**src/rtl/instr_fetch_arbiter_pkg.sv**
```systemverilog
// Shared constants and types for the unified MIPS32 memory front end:
// default segment bases, the word size and the arbiter state encoding.
package mips_mem_pkg;

   localparam logic [31:0] TEXT_BASE_DEFAULT = 32'h0040_0000;
   localparam logic [31:0] DATA_BASE_DEFAULT = 32'h1000_0000;
   localparam logic [31:0] WORD_BYTES        = 32'd4;

   typedef enum logic [1:0] {
      S_BOOT = 2'd0,
      S_RUN  = 2'd1,
      S_HALT = 2'd2
   } state_t;

   // Force a byte address onto its containing word boundary.
   function automatic logic [31:0] word_align(input logic [31:0] addr);
      return {addr[31:2], 2'b00};
   endfunction

endpackage

```
**src/rtl/instr_fetch_arbiter_if.sv**
```systemverilog
// Bus bundle between the fetch arbiter, the unified memory and the MEM stage.
// master = arbiter side, slave = memory / MEM-stage side.
interface instr_fetch_arbiter_if;

   logic [31:0] mem_dir;
   logic [31:0] mem_write_data;
   logic        mem_memread;
   logic        mem_memwrite;
   logic [31:0] mem_read_data;

   logic        d_req;
   logic        d_we;
   logic [31:0] d_addr;
   logic [31:0] d_wdata;
   logic        d_ack;
   logic [31:0] d_rdata;

   modport master (
      output mem_dir, mem_write_data, mem_memread, mem_memwrite,
      input  mem_read_data,
      input  d_req, d_we, d_addr, d_wdata,
      output d_ack, d_rdata
   );

   modport slave (
      input  mem_dir, mem_write_data, mem_memread, mem_memwrite,
      output mem_read_data,
      output d_req, d_we, d_addr, d_wdata,
      input  d_ack, d_rdata
   );

endinterface

```
**src/rtl/instr_fetch_arbiter_addr_window_chk.sv**
```systemverilog
// Address window check: is addr inside [BASE, BASE + 4*WORDS) and word aligned.
// The offset compare is done after subtracting BASE so a window ending at the
// top of the address space cannot wrap.
module addr_window_chk
   import mips_mem_pkg::*;
#(
   parameter logic [31:0] BASE  = 32'h0000_0000,
   parameter int unsigned WORDS = 1
)(
   input  logic [31:0] addr,
   output logic        in_range,
   output logic        aligned
);

   localparam logic [31:0] SPAN = 32'(WORDS) * WORD_BYTES;

   logic [31:0] offset;

   assign offset   = addr - BASE;
   assign in_range = (addr >= BASE) && (offset < SPAN);
   assign aligned  = (addr[1:0] == 2'b00);

endmodule

```
**src/rtl/instr_fetch_arbiter.sv**
```systemverilog
// Instruction fetch / data access arbiter for the unified 128x32 memory.
// Owns the PC and the IF instruction register; MEM-stage data requests take
// priority over instruction fetch. Optional performance counters are built
// when the macro PERF_CNT_EN is defined.
module instr_fetch_arbiter
   import mips_mem_pkg::*;
#(
   parameter logic [31:0] TEXT_BASE  = TEXT_BASE_DEFAULT,
   parameter int unsigned TEXT_WORDS = 6,
   parameter logic [31:0] DATA_BASE  = DATA_BASE_DEFAULT,
   parameter int unsigned DATA_WORDS = 32
)(
   input  logic                     clk,
   input  logic                     rst_n,
   instr_fetch_arbiter_if.master    bus,
   input  logic                     stall,
   input  logic                     br_taken,
   input  logic [31:0]              br_target,
   output logic [31:0]              if_instr,
   output logic [31:0]              if_pc,
   output logic                     if_valid,
   output logic                     addr_fault
`ifdef PERF_CNT_EN
   ,
   output logic [31:0]              perf_fetch,
   output logic [31:0]              perf_dstall
`endif
);

   state_t      state;
   logic [31:0] pc;

   logic text_in_range;
   logic text_aligned;
   logic data_in_range;
   logic data_aligned;

   logic data_go;
   logic data_ok;
   logic fetch_want;
   logic fetch_go;
   logic fetch_ok;

   addr_window_chk #(
      .BASE  (TEXT_BASE),
      .WORDS (TEXT_WORDS)
   ) u_text_chk (
      .addr     (pc),
      .in_range (text_in_range),
      .aligned  (text_aligned)
   );

   addr_window_chk #(
      .BASE  (DATA_BASE),
      .WORDS (DATA_WORDS)
   ) u_data_chk (
      .addr     (bus.d_addr),
      .in_range (data_in_range),
      .aligned  (data_aligned)
   );

   // Arbitration: a data request is served unless it was just acked; fetch gets the leftover port.
   always_comb begin
      data_go    = (state != S_BOOT) && bus.d_req && !bus.d_ack;
      data_ok    = data_go && data_in_range && data_aligned;
      fetch_want = (state == S_RUN) && (!stall || !if_valid);
      fetch_go   = fetch_want && !data_go;
      fetch_ok   = fetch_go && text_in_range && text_aligned;
   end

   // Memory port drive; faulting accesses leave the port idle so nothing is read or written.
   always_comb begin
      bus.mem_dir        = '0;
      bus.mem_write_data = '0;
      bus.mem_memread    = 1'b0;
      bus.mem_memwrite   = 1'b0;
      if (data_ok) begin
         bus.mem_dir        = bus.d_addr;
         bus.mem_write_data = bus.d_wdata;
         bus.mem_memread    = !bus.d_we;
         bus.mem_memwrite   = bus.d_we;
      end else if (fetch_ok) begin
         bus.mem_dir     = pc;
         bus.mem_memread = 1'b1;
      end
   end

   // Main FSM: data completion, fetch commit, branch redirect and fault tracking.
   always_ff @(posedge clk or negedge rst_n) begin
      if (!rst_n) begin
         state       <= S_BOOT;
         pc          <= TEXT_BASE;
         if_instr    <= '0;
         if_pc       <= '0;
         if_valid    <= 1'b0;
         addr_fault  <= 1'b0;
         bus.d_ack   <= 1'b0;
         bus.d_rdata <= '0;
      end else begin
         bus.d_ack <= data_go;
         if (data_go) begin
            bus.d_rdata <= (data_ok && !bus.d_we) ? bus.mem_read_data : '0;
            if (!data_ok) begin
               addr_fault <= 1'b1;
            end
         end

         case (state)
            S_BOOT: begin
               state <= S_RUN;
            end
            S_RUN: begin
               if (fetch_go) begin
                  if (!fetch_ok) begin
                     if_valid   <= 1'b0;
                     addr_fault <= 1'b1;
                     state      <= S_HALT;
                  end else if (!br_taken) begin
                     if_instr <= bus.mem_read_data;
                     if_pc    <= pc;
                     if_valid <= 1'b1;
                     pc       <= pc + WORD_BYTES;
                  end
               end
               if (br_taken) begin
                  pc       <= word_align(br_target);
                  if_valid <= 1'b0;
                  if (br_target[1:0] != 2'b00) begin
                     addr_fault <= 1'b1;
                  end
               end
            end
            S_HALT: begin
               state <= S_HALT;
            end
            default: begin
               state <= S_BOOT;
            end
         endcase
      end
   end

`ifdef PERF_CNT_EN
   // Count committed fetches and cycles where a wanted fetch lost the port to data.
   always_ff @(posedge clk or negedge rst_n) begin
      if (!rst_n) begin
         perf_fetch  <= '0;
         perf_dstall <= '0;
      end else begin
         if (fetch_ok && !br_taken) begin
            perf_fetch <= perf_fetch + 32'd1;
         end
         if (fetch_want && data_go) begin
            perf_dstall <= perf_dstall + 32'd1;
         end
      end
   end
`endif

endmodule

```
**src/flat_wrapper.sv**
```systemverilog
// flat-port wrapper written by rule: the top's interface ports become plain ports
module instr_fetch_arbiter_flat import mips_mem_pkg::*;
#(
   parameter logic [31:0] TEXT_BASE  = TEXT_BASE_DEFAULT,
   parameter int unsigned TEXT_WORDS = 6,
   parameter logic [31:0] DATA_BASE  = DATA_BASE_DEFAULT,
   parameter int unsigned DATA_WORDS = 32
)
  (clk, rst_n, stall, br_taken, br_target, if_instr, if_pc, if_valid, addr_fault, bus_mem_dir, bus_mem_write_data, bus_mem_memread, bus_mem_memwrite, bus_mem_read_data, bus_d_req, bus_d_we, bus_d_addr, bus_d_wdata, bus_d_ack, bus_d_rdata);
  instr_fetch_arbiter_if bus_i ();
  input  logic clk;
  input  logic rst_n;
  input  logic stall;
  input  logic br_taken;
  input  logic [31:0] br_target;
  output logic [31:0] if_instr;
  output logic [31:0] if_pc;
  output logic if_valid;
  output logic addr_fault;
  output wire logic [$bits(bus_i.mem_dir)-1:0] bus_mem_dir;
  output wire logic [$bits(bus_i.mem_write_data)-1:0] bus_mem_write_data;
  output wire logic [$bits(bus_i.mem_memread)-1:0] bus_mem_memread;
  output wire logic [$bits(bus_i.mem_memwrite)-1:0] bus_mem_memwrite;
  input wire logic [$bits(bus_i.mem_read_data)-1:0] bus_mem_read_data;
  input wire logic [$bits(bus_i.d_req)-1:0] bus_d_req;
  input wire logic [$bits(bus_i.d_we)-1:0] bus_d_we;
  input wire logic [$bits(bus_i.d_addr)-1:0] bus_d_addr;
  input wire logic [$bits(bus_i.d_wdata)-1:0] bus_d_wdata;
  output wire logic [$bits(bus_i.d_ack)-1:0] bus_d_ack;
  output wire logic [$bits(bus_i.d_rdata)-1:0] bus_d_rdata;
  assign bus_mem_dir = bus_i.mem_dir;
  assign bus_mem_write_data = bus_i.mem_write_data;
  assign bus_mem_memread = bus_i.mem_memread;
  assign bus_mem_memwrite = bus_i.mem_memwrite;
  assign bus_i.mem_read_data = bus_mem_read_data;
  assign bus_i.d_req = bus_d_req;
  assign bus_i.d_we = bus_d_we;
  assign bus_i.d_addr = bus_d_addr;
  assign bus_i.d_wdata = bus_d_wdata;
  assign bus_d_ack = bus_i.d_ack;
  assign bus_d_rdata = bus_i.d_rdata;
  instr_fetch_arbiter #(.TEXT_BASE(TEXT_BASE), .TEXT_WORDS(TEXT_WORDS), .DATA_BASE(DATA_BASE), .DATA_WORDS(DATA_WORDS)) u_core (.clk(clk), .rst_n(rst_n), .bus(bus_i), .stall(stall), .br_taken(br_taken), .br_target(br_target), .if_instr(if_instr), .if_pc(if_pc), .if_valid(if_valid), .addr_fault(addr_fault));
endmodule
```
**config.mk**
```make
export PLATFORM = sky130hd
export DESIGN_NAME = instr_fetch_arbiter_flat
export DESIGN_NICKNAME = d
export VERILOG_FILES = /design/src/rtl/instr_fetch_arbiter_pkg.sv /design/src/rtl/instr_fetch_arbiter_if.sv /design/src/rtl/instr_fetch_arbiter_addr_window_chk.sv /design/src/rtl/instr_fetch_arbiter.sv /design/src/flat_wrapper.sv
export SDC_FILE = /design/constraint.sdc
export NUM_CORES = 1
export LEC_CHECK = 0
export ABC_AREA = 0
export CAP_MARGIN = 5
export CELL_PAD_IN_SITES_DETAIL_PLACEMENT = 0
export CELL_PAD_IN_SITES_GLOBAL_PLACEMENT = 1
export CORE_MARGIN = 2
export CORE_UTILIZATION = 32
export CTS_CLUSTER_DIAMETER = 100
export DETAILED_ROUTE_END_ITERATION = 10
export MAX_ROUTING_LAYER = met4
export PLACE_DENSITY_LB_ADDON = 0.1
export SKIP_CTS_REPAIR_TIMING = 1
export SLEW_MARGIN = 15
export SYNTH_ARGS = -nofsm -noshare
export SYNTH_HDL_FRONTEND = slang
export SYNTH_SLANG_ARGS = --single-unit
```
**constraint.sdc**
```tcl
create_clock -name clk -period 3.6 [get_ports clk]
set_input_delay 0.72 -clock clk [delete_from_list [all_inputs] [get_ports clk]]
set_output_delay 0.72 -clock clk [all_outputs]
set_load 0.01 [all_outputs]
```
==> impl_metrics.env, run 1 <==
export IMPL_drtIter0Drc=170
export IMPL_first_global_vias=4934
export IMPL_fillers=1510
export IMPL_cellPowerDensity_mw_per_mm2=445
export IMPL_postSynth_asyncResetShare_pct=100
export IMPL_grt_pass1_wl_um=26300
export IMPL_grt_ovfl_total=0
export IMPL_layout_overhead_on_the_synthesized_area_pct=64.7
export IMPL_floorplan_initialDensity_pct=32.9
export IMPL_design_die_area_mm2=0.0189
export IMPL_worstHoldPathType="in2async"
export IMPL_p_sw_uw=1160
export IMPL_drt_wl_total_um=17700
export IMPL_cap_violations=0
export IMPL_number_of_nets_with_antenna_violations_after_detailed_routing=0
export IMPL_worst_r2r_path_depth=5
export IMPL_global_route_usage_total_pct=19.0
export IMPL_die_x_um=138
export IMPL_combinationalPowerShare_pct=17.3
export IMPL_antenna_found_initial=0
export IMPL_fin_crit_sh_pct=96.0
export IMPL_cts_num_sinks=129
export IMPL_power_share_clock_pct=39.8
export IMPL_numCtsBuffers=17
export IMPL_tritoncts_clock_tree="built"
export IMPL_highest_achievable_clock_rate_mhz=289
export IMPL_synth_fa_ha_area_share_pct=0.877
export IMPL_netlist_top_cells_area="sky130_fd_sc_hd__dfrtp_1 (56%), sky130_fd_sc_hd__mux2_2 (6.7%), sky130_fd_sc_hd__a22o_1 (5.5%), sky130_fd_sc_hd__and2_1 (3.9%), sky130_fd_sc_hd__buf_4 (3.6%)"
export IMPL_avgSynthCellArea_um2=11.8
export IMPL_cell_rows=48
export IMPL_critical_path_most_common_cell="sky130_fd_sc_hd__and4_1"
export IMPL_synth_area_leader_cell="sky130_fd_sc_hd__dfrtp_1"
export IMPL_ys_seq_area_share_pct=56.6
export IMPL_yosysTopAreaCellShare_pct=56.2
export IMPL_critical_path_arrival_ps=2740
export IMPL_synth_xor_area_share_pct=0.307
export IMPL_cts_root_buf="sky130_fd_sc_hd__clkbuf_16"
export IMPL_antennaDiodeCount=0
export IMPL_synthTopCellsByCount="sky130_fd_sc_hd__dfrtp_1 (128), sky130_fd_sc_hd__a22o_1 (36), sky130_fd_sc_hd__and2_1 (36), sky130_fd_sc_hd__mux2_2 (34), sky130_fd_sc_hd__buf_4 (27)"
export IMPL_cts_htree_levels=4
export IMPL_slew_viol_final=0
export IMPL_final_setup_skew_ps=10.6
export IMPL_share_seq_of_total_power_pct=42.8
export IMPL_power_leakage_uw=0.00491
export IMPL_grt_setup_unrepaired="false"
export IMPL_total_i_o_pin_count=299
export IMPL_worstSkewPairLatency_ps=410
export IMPL_final_layout_size_suffix_gt1_share_pct=13.7
export IMPL_dieHeight_um=138
export IMPL_core_area_mm2=0.0174
export IMPL_io_buffers=271
export IMPL_dr_total_vias=4773
export IMPL_power_ir_vdd_worst_uv=338
export IMPL_worstPathCellList="nor4b_1, and4_1, and4_1, buf_4, clkdlybuf4s50_1"
export IMPL_synth_lib_cells_used_distinct=53
export IMPL_gp_congestion=0.807
export IMPL_critPathBufInv=2
export IMPL_worst_setup_path_start_kind="flop"
export IMPL_worst_pin_slew_ps=1060
export IMPL_clk_path_buf_depth=2
export IMPL_drt_first_pass_iters=4
export IMPL_finalNetCount=909
export IMPL_endpoint_required_time_on_the_critical_path_ps=2880
export IMPL_synth_simple_gate_area_share_pct=14.1
export IMPL_syn_inst=483
export IMPL_worst_path_max_fanout=13
export IMPL_finalSetupTns_ps=0
export IMPL_drcViolationCount=0
export IMPL_critPathSlowestCell="sky130_fd_sc_hd__dfstp_2"
export IMPL_yosysWarningCount=0
export IMPL_placedInstanceArea_mm2=0.00862
export IMPL_fin_hold_ws_ps=352
export IMPL_run_status="completed"
export IMPL_dp_hpwl_um=12700
export IMPL_critPathMaxStageDelay_ps=580
export IMPL_sw_frac_of_total_pct=27.7
export IMPL_critical_path_cell_count=5
export IMPL_synth_cell_area_mm2=0.00570
export IMPL_finalHoldViolCount=0
export IMPL_multi_input_comb_area_mm2=0.00219
export IMPL_finalSetupViolations=0
export IMPL_crit_path_end_kind="primary output"
export IMPL_crit_type="reg2out"
export IMPL_worst_setup_hold_path_clk_slew_ps=60
export IMPL_compound_gate_portion_of_the_synthesized_area_pct=12.3
export IMPL_drt_vias_per_instance=4.74
export IMPL_synth_most_common_cell="sky130_fd_sc_hd__dfrtp_1"
export IMPL_synth_top_family_by_area="simple AND/OR/NAND/NOR gates"
export IMPL_final_period_minus_worst_setup_slack_ps=3460
export IMPL_final_design_area_no_fill_mm2=0.00939
export IMPL_synth_seq_cells=129
export IMPL_cell_internal_pwr_uw=3020
export IMPL_number_of_flops_mapped_to_enable_cells_by_yosys=0
export IMPL_cp_top_family="simple AND/OR/NAND/NOR gates"
export IMPL_grt_start_max_net_pins=90
export IMPL_max_slew_margin_rel_pct=28.6
export IMPL_postSynth_topFlopCell="sky130_fd_sc_hd__dfrtp_1"
export IMPL_route_detailed_wl_per_inst_um=17.6
export IMPL_final_seq_area_mm2=0.00323
export IMPL_muxShareOfSynthArea_pct=8.03
[state kept, by name, summed over array words and instances, names as in the netlist]
| name | cells |
|---|---|
| u_core.addr_fault | 1 |
| u_core.state | 2 |
| u_core.bus.d_ack | 1 |
| u_core.if_instr | 32 |
| u_core.pc | 30 |
| u_core.if_pc | 30 |
| u_core.bus.d_rdata | 32 |
| u_core.if_valid | 1 |
[per-layer routing]
| layer | global-route usage (%) | part of all wire (%) |
|---|---|---|
| met3 | 7.43 | 9.1 |
| met1 | 22.3 | 41 |
| met5 | - | 0 |
| met4 | 5.38 | 0.91 |
| met2 | 30.2 | 49 |
[power groups by stage]
| stage | Clock [uW] | Sequential, uW | Combinational [uW] |
|---|---|---|---|
| after global placement | 0 | 1810 | 707 |
| after global routing | 1790 | 1810 | 820 |
| after floorplan | 0 | 1760 | 420 |
| after CTS | 1710 | 1790 | 729 |
| after detailed placement | 0 | 1810 | 725 |
| final | 1660 | 1790 | 724 |
[cell usage in the layout, fill, tap and decap left out, types with 21 or more instances in the layout]
cell type / count
sky130_fd_sc_hd__clkdlybuf4s50_1: 230
sky130_fd_sc_hd__dfrtp_1: 128
sky130_fd_sc_hd__dlymetal6s2s_1: 40
sky130_fd_sc_hd__and2_1: 36
sky130_fd_sc_hd__a22o_1: 36
sky130_fd_sc_hd__mux2_2: 34
sky130_fd_sc_hd__conb_1: 27
sky130_fd_sc_hd__nor2b_1: 26
sky130_fd_sc_hd__buf_4: 23
sky130_fd_sc_hd__inv_1: 22
sky130_fd_sc_hd__nand2_1: 21
[final timing paths]
path	start	end	slack, ps
max	u_core.pc[22]	bus_mem_dir[22]	140
max in group asynchronous	rst_n	u_core.bus.d_rdata[2]	2380
max reg2reg	u_core.pc[22]	u_core.pc[26]	910
min	rst_n	u_core.pc[13]	350
min reg2reg	u_core.if_pc[22]	u_core.if_pc[22]	470
min in group clk	u_core.if_pc[22]	u_core.if_pc[22]	470
[through the flow]
stage               std cells  util, %  power [uW]  setup slack (ps)
finish                   1008     54.1        4180               145
global route             1008     54.1        4420              15.0
global placement          971     49.7        2510             -35.6
CTS                      1002     53.0        4220             -87.9
floorplan                 509        -        2180               790
detailed placement        971     49.7        2540             -74.4
[cells by family after synthesis]
family,Yosys count
AND/OR/NAND/NOR,137
buffers and inverters,76
multiplexers,41
XOR/XNOR,2
other,1
adder cells (fa/ha/maj),4
AO/OA/AOI/OAI,93
flip-flops,129
[cell type report]
type                    instances  area share (%)
repair buffers                297            32.4
inverters                      22           0.879
clock inverters                10            1.19
flip-flops and latches        129            34.4
well taps                     225            3.00
multi-input cells             304            23.3
clock buffers                  21            4.90
[worst register-to-register path: cells and delay by family (launching register included)]
kind	cells	cell delay, ps
AOI/OAI and AO/OA	1	840
DFF	1	580
muxes	1	420
and+or+nand+nor	3	730
No activity file was read; power rests on OpenSTA's default activity.
==> inputs of run 2 (changes only) <==
- clock period: 3.6 -> 4.1 ns (I/O delays scaled with it)
==> run 2 against run 1 <==
Global-route usage is essentially flat. Count of clock-buffer cells in the layout down 3. Die area unchanged. Highest routed layer unchanged.
==> impl_metrics.env, run 2 (same netlist as run 1, synthesis figures left out) <==
export IMPL_grt_start_max_net_pins=92
export IMPL_fin_ws_ps=210
export IMPL_cell_rows=48
export IMPL_startpoint="bus_d_req"
export IMPL_power_ir_vdd_worst_uv=283
export IMPL_critical_path_cell_count=6
export IMPL_mostFrequentLayoutCells="sky130_fd_sc_hd__clkdlybuf4s50_1 (270), sky130_fd_sc_hd__dfrtp_1 (128), sky130_fd_sc_hd__and2_1 (36), sky130_fd_sc_hd__a22o_1 (36), sky130_fd_sc_hd__mux2_2 (34)"
export IMPL_number_of_nets_with_antenna_violations_after_detailed_routing=0
export IMPL_floorplan_initialDensity_pct=32.9
export IMPL_cp_top_family="simple AND/OR/NAND/NOR gates"
export IMPL_grt_ovfl_total=0
export IMPL_final_design_area_no_fill_mm2=0.00919
export IMPL_finalSetupViolations=0
export IMPL_worstPathCellList="clkdlybuf4s50_1, or3b_2, and3_4, and4_1, or2_2, clkdlybuf4s50_1"
export IMPL_dr_total_vias=4721
export IMPL_worst_r2r_path_depth=5
export IMPL_tritoncts_clock_tree="built"
export IMPL_critical_path_reg2reg_startpoint="u_core.pc[18]"
export IMPL_finalNetCount=896
export IMPL_drt_vias_per_instance=4.74
export IMPL_finalSetupTns_ps=0
export IMPL_critical_path_arrival_ps=3070
export IMPL_drtIter0Drc=205
export IMPL_clk_path_buf_depth=2
export IMPL_critPathSlowestCell="sky130_fd_sc_hd__or3b_2"
export IMPL_cap_violations=0
export IMPL_layout_cells_most_common="sky130_fd_sc_hd__clkdlybuf4s50_1"
export IMPL_critPathMaxStageDelay_ps=530
export IMPL_highest_achievable_clock_rate_mhz=257
export IMPL_final_period_minus_worst_setup_slack_ps=3890
export IMPL_cts_htree_levels=4
export IMPL_antenna_found_initial=1
export IMPL_critical_path_most_common_cell="sky130_fd_sc_hd__clkdlybuf4s50_1"
export IMPL_drcViolationCount=0
export IMPL_final_layout_size_suffix_gt1_share_pct=12.1
export IMPL_worstSkewPairLatency_ps=420
export IMPL_finalHoldViolCount=0
export IMPL_drt_wl_total_um=17500
export IMPL_max_slew_margin_rel_pct=28.3
export IMPL_dp_hpwl_um=12800
export IMPL_crit_type="in2out"
export IMPL_io_buffers=271
export IMPL_first_global_vias=4785
export IMPL_finish_cell_count_without_fillers=997
export IMPL_cts_root_buf="sky130_fd_sc_hd__clkbuf_16"
export IMPL_total_i_o_pin_count=299
export IMPL_route_detailed_wl_per_inst_um=17.5
export IMPL_design_die_area_mm2=0.0189
export IMPL_grt_setup_unrepaired="false"
export IMPL_core_area_mm2=0.0174
export IMPL_final_setup_skew_ps=11.5
export IMPL_fin_hold_ws_ps=454
export IMPL_worst_path_max_fanout=6
export IMPL_slew_viol_final=0
export IMPL_timing_rr_end="u_core.pc[26]"
export IMPL_endpoint_required_time_on_the_critical_path_ps=3280
export IMPL_worst_setup_path_start_kind="primary input"
export IMPL_placedInstanceArea_mm2=0.00857
export IMPL_dieHeight_um=138
export IMPL_worst_pin_slew_ps=1070
export IMPL_worstHoldPathType="in2async"
export IMPL_cts_num_sinks=129
export IMPL_global_route_usage_total_pct=18.9
export IMPL_top_regs="u_core.bus.d_rdata (32), u_core.if_instr (32)"
export IMPL_cellPowerDensity_mw_per_mm2=409
export IMPL_ff2ff_setup_slack_ps=1380
export IMPL_critPathBufInv=2
export IMPL_crit_path_end_kind="primary output"
export IMPL_place_inst=964
export IMPL_worst_setup_hold_path_clk_slew_ps=60
export IMPL_gp_congestion=0.795
export IMPL_place_ws_ps=198
export IMPL_run_status="completed"
export IMPL_layout_overhead_on_the_synthesized_area_pct=61.1
export IMPL_fin_crit_sh_pct=94.9
export IMPL_fillers=1496
export IMPL_die_x_um=138
export IMPL_numCtsBuffers=17
export IMPL_drt_first_pass_iters=4
export IMPL_grt_pass1_wl_um=26300
export IMPL_power_leakage_uw=0.00410
==> run 2: changes by cell type in the layout (fill, tap and decap cells not counted), moves of 2 or more <==
cell | before | now
sky130_fd_sc_hd__clkbuf_1 | 2 | 0
sky130_fd_sc_hd__dlymetal6s2s_1 | 40 | 0
sky130_fd_sc_hd__clkdlybuf4s50_1 | 230 | 270
sky130_fd_sc_hd__clkinv_2 | 4 | 2
sky130_fd_sc_hd__buf_4 | 23 | 12
sky130_fd_sc_hd__nor4_1 | 8 | 11
sky130_fd_sc_hd__nor4_2 | 3 | 0
sky130_fd_sc_hd__inv_6 | 0 | 5
==> run 2: routing by layer <==
metal | vias up | routed length (um) | track usage, %
met5 | - | 0 | -
met4 | 0 | 319 | 6.30
met3 | 28 | 1740 | 6.88
met2 | 217 | 8190 | 28.7
met1 | 2265 | 7240 | 23.5
li1 | 2211 | - | -
==> run 2: area by class of cell <==
type | count | area, um^2 | area share, %
Antenna cell | 1 | 2.50 | 0.0272
Clock buffer | 18 | 439 | 4.78
Clock inverter | 14 | 176 | 1.92
Inverter | 22 | 82.6 | 0.899
Multi-Input combinational cell | 304 | 2150 | 23.4
Sequential cell | 129 | 3230 | 35.1
Tap cell | 225 | 282 | 3.06
Timing Repair Buffer | 284 | 2820 | 30.7
==> run 2: power by group <==
part           internal [uW]  switching (uW)
combinational            297             315
sequential              1420             150
clock                    981             594
==> run 2: how the worst max path moves through the flow <==
stage	end	slack [ps]
floorplan	bus_mem_dir[2]	1090
global placement	bus_mem_memread	220
detailed placement	bus_mem_memread	200
CTS	bus_mem_write_data[16]	190
global route	bus_mem_write_data[16]	80
finish	bus_mem_memread	210
==> run 2: metrics by stage <==
stage,power [uW],util (%)
floorplan,1910,-
global placement,2190,49.4
detailed placement,2210,49.4
CTS,3800,52.9
global route,3960,52.9
finish,3760,52.9
